==> config.mk <==
export PLATFORM = sky130hd
export DESIGN_NAME = cnn1d_argmax
export DESIGN_NICKNAME = d
export VERILOG_FILES = /design/src/rtl/cnn1d_pkg.sv /design/src/rtl/cnn1d_top2_update.sv /design/src/rtl/cnn1d_argmax.sv
export SDC_FILE = /design/constraint.sdc
export NUM_CORES = 1
export LEC_CHECK = 0
export CORE_ASPECT_RATIO = 1.1
export CORE_MARGIN = 1
export CORE_UTILIZATION = 55
export DETAILED_ROUTE_END_ITERATION = 8
export MAX_ROUTING_LAYER = met4
export PLACE_DENSITY = 0.76
export SLEW_MARGIN = 20
export SYNTH_ARGS = -nofsm -noshare
export SYNTH_HDL_FRONTEND = slang
export SYNTH_SLANG_ARGS = --single-unit
export TNS_END_PERCENT = 5
==> constraint.sdc <==
create_clock -name clk -period 7.59 [get_ports clk]
set_input_delay 1.518 -clock clk [delete_from_list [all_inputs] [get_ports clk]]
set_output_delay 1.518 -clock clk [all_outputs]
set_load 0.1 [all_outputs]
==> src/rtl/cnn1d_pkg.sv <==
// Shared types for the cnn1d classifier blocks.
// Holds the argmax FSM state encoding used by cnn1d_argmax.
// No ports; imported with `import cnn1d_pkg::*`.
package cnn1d_pkg;

  // The 2-bit encoding leaves 2'b11 unused; the FSM sends it back to IDLE.
  typedef enum logic [1:0] {
    ARGMAX_IDLE = 2'd0,
    ARGMAX_SCAN = 2'd1,
    ARGMAX_OUT  = 2'd2
  } argmax_state_t;

endpackage

==> src/rtl/cnn1d_top2_update.sv <==
// Purpose: one step of a running top-2 search over signed scores.
// Latency: combinational. Backpressure: none; it is a pure function of its inputs.
// Ports: d_i/idx_i   = candidate score and its class index
//        best_i/best_idx_i/second_i = current top-2 state
//        best_o/best_idx_o/second_o = updated top-2 state
// A candidate equal to the current best never displaces it, so the lowest
// index wins a tie; the equal value still becomes second, giving margin 0.
module cnn1d_top2_update #(
  parameter int DATA_WIDTH  = 32,
  parameter int CLASS_WIDTH = 1
) (
  input  logic [DATA_WIDTH-1:0]  d_i,
  input  logic [CLASS_WIDTH-1:0] idx_i,
  input  logic [DATA_WIDTH-1:0]  best_i,
  input  logic [CLASS_WIDTH-1:0] best_idx_i,
  input  logic [DATA_WIDTH-1:0]  second_i,
  output logic [DATA_WIDTH-1:0]  best_o,
  output logic [CLASS_WIDTH-1:0] best_idx_o,
  output logic [DATA_WIDTH-1:0]  second_o
);

  always_comb begin
    best_o     = best_i;
    best_idx_o = best_idx_i;
    second_o   = second_i;
    if ($signed(d_i) > $signed(best_i)) begin
      second_o   = best_i;
      best_o     = d_i;
      best_idx_o = idx_i;
    end else if ($signed(d_i) > $signed(second_i)) begin
      second_o = d_i;
    end
  end

endmodule

==> src/rtl/cnn1d_argmax.sv <==
// Purpose: argmax classifier head. It captures one vector of NUM_CLASSES signed
//          scores and serially finds the winning class, its score and the
//          saturated top-1/top-2 margin.
// Latency: argmax_valid_out rises NUM_CLASSES-1 cycles after the accept edge.
// Backpressure: the result is held until argmax_ready_out. Only one vector is
//          in flight, so argmax_ready_in stays low from accept until the cycle
//          after the output handshake.
// Ports: clk/rst_n (sync active-low); argmax_valid_in/argmax_data_in/argmax_ready_in
//        = input vector handshake; argmax_valid_out/argmax_ready_out = result
//        handshake; argmax_class/argmax_score/argmax_margin = registered result.
// Optional: define CNN1D_ARGMAX_CONFIDENCE_EN to add parameter CONF_THRESHOLD and
//        output argmax_confident (saturated margin >= CONF_THRESHOLD).
module cnn1d_argmax
  import cnn1d_pkg::*;
#(
  parameter int DATA_WIDTH  = 32,
  parameter int FRACTION    = 24,
  parameter int NUM_CLASSES = 2,
  parameter int CLASS_WIDTH = $clog2(NUM_CLASSES)
`ifdef CNN1D_ARGMAX_CONFIDENCE_EN
  , parameter logic [DATA_WIDTH-1:0] CONF_THRESHOLD = '0
`endif
) (
  input  logic                   clk,
  input  logic                   rst_n,
  output logic                   argmax_ready_in,
  input  logic [0:NUM_CLASSES-1] argmax_valid_in,
  input  logic [DATA_WIDTH-1:0]  argmax_data_in [0:NUM_CLASSES-1],
  input  logic                   argmax_ready_out,
  output logic                   argmax_valid_out,
  output logic [CLASS_WIDTH-1:0] argmax_class,
  output logic [DATA_WIDTH-1:0]  argmax_score,
  output logic [DATA_WIDTH-1:0]  argmax_margin
`ifdef CNN1D_ARGMAX_CONFIDENCE_EN
  , output logic                 argmax_confident
`endif
);

  // The comparison is scale-independent, so FRACTION only has to be sane.
  if (NUM_CLASSES < 2 || FRACTION < 0 || FRACTION >= DATA_WIDTH) begin : g_bad_params
    $error("cnn1d_argmax: NUM_CLASSES must be >= 2 and FRACTION within DATA_WIDTH");
  end

  localparam logic [CLASS_WIDTH-1:0] LAST_IDX = CLASS_WIDTH'(NUM_CLASSES - 1);
  localparam logic [DATA_WIDTH-1:0]  MOST_NEG = {1'b1, {(DATA_WIDTH-1){1'b0}}};
  localparam logic [DATA_WIDTH-1:0]  MOST_POS = {1'b0, {(DATA_WIDTH-1){1'b1}}};

  argmax_state_t          state_q, state_d;
  logic [DATA_WIDTH-1:0]  data_q [0:NUM_CLASSES-1];
  logic [CLASS_WIDTH-1:0] idx_q, idx_d;
  logic [DATA_WIDTH-1:0]  best_q, best_d;
  logic [CLASS_WIDTH-1:0] best_idx_q, best_idx_d;
  logic [DATA_WIDTH-1:0]  second_q, second_d;
  logic [CLASS_WIDTH-1:0] class_q, class_d;
  logic [DATA_WIDTH-1:0]  score_q, score_d;
  logic [DATA_WIDTH-1:0]  margin_q, margin_d;
`ifdef CNN1D_ARGMAX_CONFIDENCE_EN
  logic                   conf_q, conf_d;
`endif

  logic                   accept;
  logic [DATA_WIDTH-1:0]  upd_best;
  logic [CLASS_WIDTH-1:0] upd_best_idx;
  logic [DATA_WIDTH-1:0]  upd_second;
  logic [DATA_WIDTH:0]    diff;
  logic [DATA_WIDTH-1:0]  sat_margin;

  assign argmax_ready_in  = (state_q == ARGMAX_IDLE) && rst_n;
  // A partially valid vector is simply not accepted; the producer keeps presenting.
  assign accept           = argmax_ready_in && (&argmax_valid_in);
  assign argmax_valid_out = (state_q == ARGMAX_OUT);
  assign argmax_class     = class_q;
  assign argmax_score     = score_q;
  assign argmax_margin    = margin_q;
`ifdef CNN1D_ARGMAX_CONFIDENCE_EN
  assign argmax_confident = conf_q;
`endif

  cnn1d_top2_update #(
    .DATA_WIDTH (DATA_WIDTH),
    .CLASS_WIDTH(CLASS_WIDTH)
  ) u_top2_update (
    .d_i       (data_q[idx_q]),
    .idx_i     (idx_q),
    .best_i    (best_q),
    .best_idx_i(best_idx_q),
    .second_i  (second_q),
    .best_o    (upd_best),
    .best_idx_o(upd_best_idx),
    .second_o  (upd_second)
  );

  // best >= second always holds, so the sign-extended difference is
  // non-negative; anything past the largest positive score clamps to it.
  assign diff       = {upd_best[DATA_WIDTH-1], upd_best} - {upd_second[DATA_WIDTH-1], upd_second};
  assign sat_margin = (diff[DATA_WIDTH] | diff[DATA_WIDTH-1]) ? MOST_POS : diff[DATA_WIDTH-1:0];

  always_comb begin
    state_d    = state_q;
    idx_d      = idx_q;
    best_d     = best_q;
    best_idx_d = best_idx_q;
    second_d   = second_q;
    class_d    = class_q;
    score_d    = score_q;
    margin_d   = margin_q;
`ifdef CNN1D_ARGMAX_CONFIDENCE_EN
    conf_d     = conf_q;
`endif
    case (state_q)
      ARGMAX_IDLE: begin
        if (accept) begin
          best_d     = argmax_data_in[0];
          best_idx_d = '0;
          second_d   = MOST_NEG;
          idx_d      = CLASS_WIDTH'(1);
          state_d    = ARGMAX_SCAN;
        end
      end
      ARGMAX_SCAN: begin
        best_d     = upd_best;
        best_idx_d = upd_best_idx;
        second_d   = upd_second;
        if (idx_q == LAST_IDX) begin
          class_d  = upd_best_idx;
          score_d  = upd_best;
          margin_d = sat_margin;
`ifdef CNN1D_ARGMAX_CONFIDENCE_EN
          conf_d   = (sat_margin >= CONF_THRESHOLD);
`endif
          state_d  = ARGMAX_OUT;
        end else begin
          idx_d = idx_q + CLASS_WIDTH'(1);
        end
      end
      ARGMAX_OUT: begin
        if (argmax_ready_out) begin
          state_d = ARGMAX_IDLE;
        end
      end
      default: state_d = ARGMAX_IDLE;
    endcase
  end

  always_ff @(posedge clk) begin
    if (!rst_n) begin
      state_q    <= ARGMAX_IDLE;
      idx_q      <= '0;
      best_q     <= '0;
      best_idx_q <= '0;
      second_q   <= '0;
      class_q    <= '0;
      score_q    <= '0;
      margin_q   <= '0;
`ifdef CNN1D_ARGMAX_CONFIDENCE_EN
      conf_q     <= 1'b0;
`endif
    end else begin
      state_q    <= state_d;
      idx_q      <= idx_d;
      best_q     <= best_d;
      best_idx_q <= best_idx_d;
      second_q   <= second_d;
      class_q    <= class_d;
      score_q    <= score_d;
      margin_q   <= margin_d;
`ifdef CNN1D_ARGMAX_CONFIDENCE_EN
      conf_q     <= conf_d;
`endif
    end
  end

  // The score store is only read in SCAN after a capture, so it needs no reset.
  always_ff @(posedge clk) begin
    if (accept) begin
      for (int i = 0; i < NUM_CLASSES; i++) begin
        data_q[i] <= argmax_data_in[i];
      end
    end
  end

endmodule
## Word-level counts from Yosys, hierarchy flattened

Memories as Yosys holds them, arrays and structs flattened. A register that Yosys moved wholly into a read port is not among the register bits.
Cells that the tools add are included.

| storage, ports and cells | value |
|---|---|
| RAM bits | 64 |
| output and inout port bits | 67 |
| memories kept | 1 |
| flip-flop bits (word level) | 133 |

| cells by class | value |
|---|---|
| $lt $le $gt $ge | 2 |
| muxes and demuxes | 22 |
| bitwise gates (word level) | 1 |
| equality and inequality tests | 5 |
| reduce and logical (&&, ||, !) cells | 8 |
| $add $sub $neg | 2 |

Memory list:

| memory | words | width | read ports | clocked after Yosys merged registers in | wr ports | RTL line | source |
|---|---|---|---|---|---|---|---|
| data_q | 2 | 32 | 1 | 1 | 2 | cnn1d_argmax.sv:49 | `logic [DATA_WIDTH-1:0] data_q [0:NUM_CLASSES-1];` |

Operators by type and width:

| operator | count |
|---|---|
| 32-bit two-way mux | 6 |
| 32-bit one-hot mux with 2 select lines | 2 |
| 32-bit greater-than comparator | 2 |
| 32-bit by 32-bit subtractor with 33-bit output | 1 |
| 1-bit two-way mux | 8 |
| 2-bit two-way mux | 3 |
| 2-bit inequality test, second input constant | 3 |
| 2-bit one-hot mux with 3 select lines | 1 |
| 2-bit AND reduction | 3 |
| 1-bit one-hot mux with 2 select lines | 2 |
| 3-bit AND reduction | 1 |
| 2-bit by 1-bit equality test with 1-bit output, second input constant | 1 |
| 2-bit equality test, second input constant | 1 |
| 1-bit logical AND | 2 |
| 2-bit zero test | 1 |
| 2-bit nonzero test | 1 |
| 1-bit adder, second input constant | 1 |
| 1-bit OR | 1 |

## Longest topological paths before layout

| logic depth | value |
|---|---|
| depth after elaboration | 7 |
| mapped depth | 27 |
| depth with buffers taken out | 22 |

## Hierarchy

Synthesis repeated with hierarchy kept, for this count alone.

| second synthesis, totals | value |
|---|---|
| cell total of the unflattened synthesis | 1377 |
| area total of the unflattened synthesis | 12012.8 um^2 |

Modules (own cells, without submodules):

| module | area an instance (um^2) | cells an instance | sequential area each (um^2) | instances |
|---|---|---|---|---|
| cnn1d_argmax | 8942.3 | 954 | 4604.4 | 1 |
| cnn1d_top2_update | 3070.4 | 423 | 0.0 | 1 |

## Worst setup path before layout

No wires, ideal clock.

| timing | value |
|---|---|
| path type | input -> register |
| start point | input port rst_n |
| end point | memory data_q[0][0], enable pin |
| arrival time | 6.408 ns |
| setup slack | 0.729 ns |
| buffers on the path | 3 |
| cell stages on the path | 5 |
| cells stage by stage | buf_2 > nor3b_1 > and3_1 > buf_2 > buf_1 |

RTL lines:

| item | RTL line | source |
|---|---|---|
| from (decl) | cnn1d_argmax.sv:25 | `input logic rst_n,` |
| to (decl) | cnn1d_argmax.sv:49 |  |

==> results.md <==
- Max-cap violations: 0
- Least-Margin Pin Slew: 1.04 ns
- Clk buf depth: 2
- Fmax: 141 MHz
- Initial antenna violation count: 0
- Final wirelength: roughly 33 mm
- Final Setup Violations: 0
- WS Path Type: flop to flop
- Pwr per Cell Area: 239 nW/um^2
- Vias: 10,356
- Pleak: 5.58 nW
- Hold_buf cts: 0
- Post-synth ARST share: 0%
- Distinct cells, synth: 65
- Cell count of the worst reg-to-reg path: 22
- Area Growth Syn to Fin: 16.6%
- CP Max Fanout: 36
- Skew-Pair Late Insertion Delay: 0.43 ns
- Die height: 158 um
- Synth area leader: dfxtp_1
- Sequential cell area fraction in the yosys report: 38.1%
- Initial Utilization: between 50 and 60%
- I/O Pins: 136
- Nature of the critical path endpoint: flop
- Outcome: completed
- Post-CTS Resized: 0
- First-pass GRT wire length: 52.7 mm
- Top-count cell post-synth: dfxtp_1
- Remaining Overflow, GRT: 0
- GPL Wtd Cong: 0.925
- All-Layer GR Usage: approximately 31%
- HPWL reported at the end of detailed placement: 22.5 mm
- Remaining DRCs: 0
- Die width: 143 um
- RSZ-0062 raised after global routing: false
- H-tree depth: 4
- Synth Net Count: 1,455
- Setup total negative slack: 0 ns
- Worst Hold Slack: 0.467 ns
- Fillers: 1,812
- CP Launch Type: flop
- Setup bufs post-CTS: 0
- Num CTS Buffers: 17
- IR drop worst, VDD: roughly 150 uV
- Synth top cells by count: dfxtp_1, o21ai_0, nand2_1
- Share of cells above drive strength 1: 11.0%
- Clk sinks: 198
- Area of the mapped netlist: 12,100 sq um
- Design Area, Final: between 10,000 and 15,000 sq um
- Cells after Synth: 1,289
- Largest net degree at the start of global routing: 85
- Reg2reg end: argmax_margin[8]$_SDFFE_PN0P_
- Port Buffers: ~140
- Worst Setup EP: argmax_margin[8]$_SDFFE_PN0P_
- Core area: 21,400 sq um
- Tcrit/Tclk final: 93.4%
- Final #Nets: between 1,500 and 2,000
- Area share of the largest cell type after synthesis: 22.2%
- Die area: 22,600 sq um
- Core Rows: 56
- Reg2reg setup slack: 0.50 ns
- Remaining antenna violation count: 0
- Final hold vios: 0
- HP Class: flop to flop
- Critical Path RT: 7.89 ns
- WL/cell: between 15 and 20 um
- Arr. time, crit path: 7.39 ns
- Clock-pin slew on the worst setup and hold paths: 0.07 ns
- CTS tree: yes
- Slew HR: 30.8%
- EDFF count, synth: 64
- Final slew viol count: 0
- Initial DRC Count: about 640
- Syn avg cell area: 9.38 sq um
- N_diodes: 0
- Vias in the first global route: between 10,000 and 15,000
- Period minus WS final: a little over 7 ns
- Post-synthesis sequential element count: 198
- Vias/cell: 6.19
- CTS root buffer: clkbuf_16
- Ranking of synthesized cells by area: dfxtp_1, edfxtp_1, ha_1
- Yosys warnings: 0
- Detailed Routing Iterations Pass 1: 5
- Main synth FF type: dfxtp_1
- Fin Clk Skew: approximately 0.011 ns
- Placed Area: roughly 14,000 sq um
cell usage in the layout (no fill, tap or decap), types with 4 or more instances in the layout:
cell type / count
nor3_1: 9
nand4_1: 80
mux2_2: 67
a21boi_0: 4
nor4_1: 5
mux2_4: 27
o21a_1: 13
o31ai_1: 4
xnor2_1: 16
clkbuf_16: 18
a21o_1: 38
a32o_1: 30
a22o_1: 33
nand2_1: 100
a211oi_1: 5
nand3_1: 80
o21bai_1: 5
nand2b_1: 4
inv_1: 78
edfxtp_1: 64
o21ai_0: 122
ha_1: 96
clkdlybuf4s50_1: 134
nor2_1: 21
a21oi_1: 89
dfxtp_1: 134
nor2b_1: 7
clkinvlp_4: 4
o211ai_1: 8
xor2_1: 11
buf_4: 13
state kept, by name, summed over array words and instances (netlist names), named ones only:
| name | cells |
|---|---|
| argmax_class | 1 |
| argmax_margin | 32 |
| argmax_score | 32 |
| best_idx_q | 1 |
| best_q | 32 |
| data_q | 64 |
| idx_q | 1 |
| second_q | 32 |
| state_q | 2 |
critical path: stages, from the launching register on:
cell and delay, ns:
dfxtp_1 0.66, buf_12 0.23, mux2_2 0.39, ha_1 0.34
nand4_1 0.19, nor4_1 0.72, nand3_1 0.18, o21ai_0 0.23
mux2_2 0.93, nor2_1 0.08, a21oi_1 0.16, ha_1 0.19
inv_1 0.06, fa_1 0.41, a21oi_1 0.22, o21bai_1 0.12
o211ai_1 0.30, nand3_1 0.16, a21oi_1 0.18, nor4b_1 0.36
a31o_2 0.30, buf_4 0.38, a21oi_1 0.13
kinds of logic after synthesis:
group,synth area share (%)
DFF,38.1
AOI/OAI and AO/OA,20.3
buffers and inverters,6.06
and+or+nand+nor,13.5
xor gates and xnor gates,1.96
muxes,9.95
adders and majority gates,10.1
per-layer routing:
| layer | part of all wire [%] | vias to the layer above | track usage (%) |
|---|---|---|---|
| li1 | - | 4985 | - |
| met1 | 43 | 5013 | 37.6 |
| met2 | 49 | 301 | 51.6 |
| met3 | 4.8 | 57 | 5.11 |
| met4 | 2.8 | 0 | 11.1 |
| met5 | 0 | - | - |
stage by stage:
step                util (%)  power (mW)  setup slack, ns  instances
global placement        63.2        2.47            0.812       1642
finish                  65.8        3.36            0.502       1674
global route            65.8        3.54           0.0739       1674
CTS                     65.8        3.35            0.616       1674
detailed placement      63.2        2.48            0.660       1642
floorplan                  -        2.14            0.729       1289
worst min-delay path by stage:
stage	startpoint	end	cells past startpoint
global route	argmax_score[17]$_SDFFE_PN0P_	argmax_score[17]$_SDFFE_PN0P_	2
global placement	argmax_score[11]$_SDFFE_PN0P_	argmax_score[11]$_SDFFE_PN0P_	2
finish	argmax_score[5]$_SDFFE_PN0P_	argmax_score[5]$_SDFFE_PN0P_	2
detailed placement	argmax_score[5]$_SDFFE_PN0P_	argmax_score[5]$_SDFFE_PN0P_	2
floorplan	best_idx_q$_SDFFE_PN0P_	best_idx_q$_SDFFE_PN0P_	2
CTS	argmax_score[5]$_SDFFE_PN0P_	argmax_score[5]$_SDFFE_PN0P_	2
power by group:
group	total, mW	internal, mW	switching, mW
combinational	1.34	0.525	0.816
clock	0.876	0.448	0.429
sequential	1.15	1.12	0.0231
area by class of cell:
| class | count | area (sq um) | share of cell area (%) |
|---|---|---|---|
| multi-input cells | 926 | 6790 | 48.2 |
| well taps | 290 | 363 | 2.57 |
| inverters | 78 | 293 | 2.08 |
| flip-flops and latches | 198 | 4600 | 32.7 |
| clock buffers | 21 | 462 | 3.27 |
| repair buffers | 150 | 1500 | 10.6 |
| clock inverters | 11 | 90.1 | 0.639 |
Note: power is estimated with default switching activity, not from simulation.
==> patch (same settings) <==
Change the parameter `NUM_CLASSES` from 2 to 4.
--- a/src/rtl/cnn1d_argmax.sv
+++ b/src/rtl/cnn1d_argmax.sv
@@ -16,5 +16,5 @@
   parameter int DATA_WIDTH  = 32,
   parameter int FRACTION    = 24,
-  parameter int NUM_CLASSES = 2,
+  parameter int NUM_CLASSES = 4,
   parameter int CLASS_WIDTH = $clog2(NUM_CLASSES)
 `ifdef CNN1D_ARGMAX_CONFIDENCE_EN
Ports: changed (resized argmax_class, argmax_data_in and argmax_valid_in); port bits go from 136 to 203. No check against the original RTL was run, so the function may have changed too.
==> patch against the original RTL <==
  * Largest cell class unchanged
  * Sequential cell count is 68 higher
  * Design area is 30% higher
  * Worst setup slack better by 66 ps
  * Area after synthesis is 25% higher
  * Sequential share of layout area is 3.5 points higher
  * Utilization is 2.0 points higher
  * Wire length is 26% higher
  * Critical path depth is 4 higher
Power is not compared: it rests on default switching activity, and its combinational part moved more than twofold at a synthesized area within 25%.
==> patch: results (changes against the original RTL) <==
metric	value	unit	change
place_area	0.01742	mm2	+29%
synthAdderAreaFrac	0.08162		-0.01937
clock_latency	550	ps	+120 ps
run_status	finished clean		
nNetsFinal	1893		+23%
cts_made_buffers	27		+10
synth_edf_count	128		+100%
synth.area.mux_share	0.09221		-0.007323
grt_usage	0.3067		-0.002946
wire_per_inst	20.60	um	+3.9%
worst_pin_slew	1062	ps	+26.95 ps
port_buffers	202		+50%
gp_congestion	0.9430		+2.0%
final_cells	2037		+22%
synth_compound_area_frac	0.2204		+0.01732
fin_skew	20.60	ps	+9.593 ps
worstPathMaxFanout	31		-14%
cp_top_family	compound AO/OA/AOI/OAI gates		
largest_reg_flops	128		+100%
grt_pass1_vias	12180		+20%
drt_iter0_drc	1394		+120%
synth_area_leaders	edfxtp_1 (25%), dfxtp_1 (18%), ha_1 (8.0%), o21ai_0 (5.1%), mux4_2 (4.8%)		
dp_slack	539.0	ps	-120.6 ps
num_vias	12770		+23%
cp.arrival	7420	ps	+30 ps
hp-start	argmax_margin[31]$_SDFFE_PN0P_		
ctsHtreeMaxLevel	1		-3
synth_xor_area_frac	0.01506		-0.004490
synth_nets	1738		+19%
patch: layer usage:
metal  vias to the layer above  part of all wire  global-route usage
met2                       613              0.45              0.4585
met4                         0             0.020             0.07421
met3                        72             0.084             0.03778
met1                      6128              0.45              0.4428
met5                         -                 0                   -
li1                       5955                 -                   -
patch: worst paths after layout:
check,endpoint,slack (ps),depth (start not counted)
min reg2reg,argmax_margin[31]$_SDFFE_PN0P_,460,2
min,argmax_margin[31]$_SDFFE_PN0P_,460,2
max,argmax_margin[13]$_SDFFE_PN0P_,570,26
max reg2reg,argmax_margin[13]$_SDFFE_PN0P_,570,26
patch: area by class of cell:
class / instances / area (um2)
repair buffers: 230 / 2227
inverters: 109 / 409.1
well taps: 357 / 446.7
flip-flops and latches: 266 / 6608
clock buffers: 32 / 694.4
fillers: 2124 / 8690
clock inverters: 17 / 158.9
multi-input cells: 1026 / 7725
patch: power by group:
group	switching (uW)	internal (uW)
clock	556	751
combinational	350	283
sequential	15.4	1520
total	922	2550
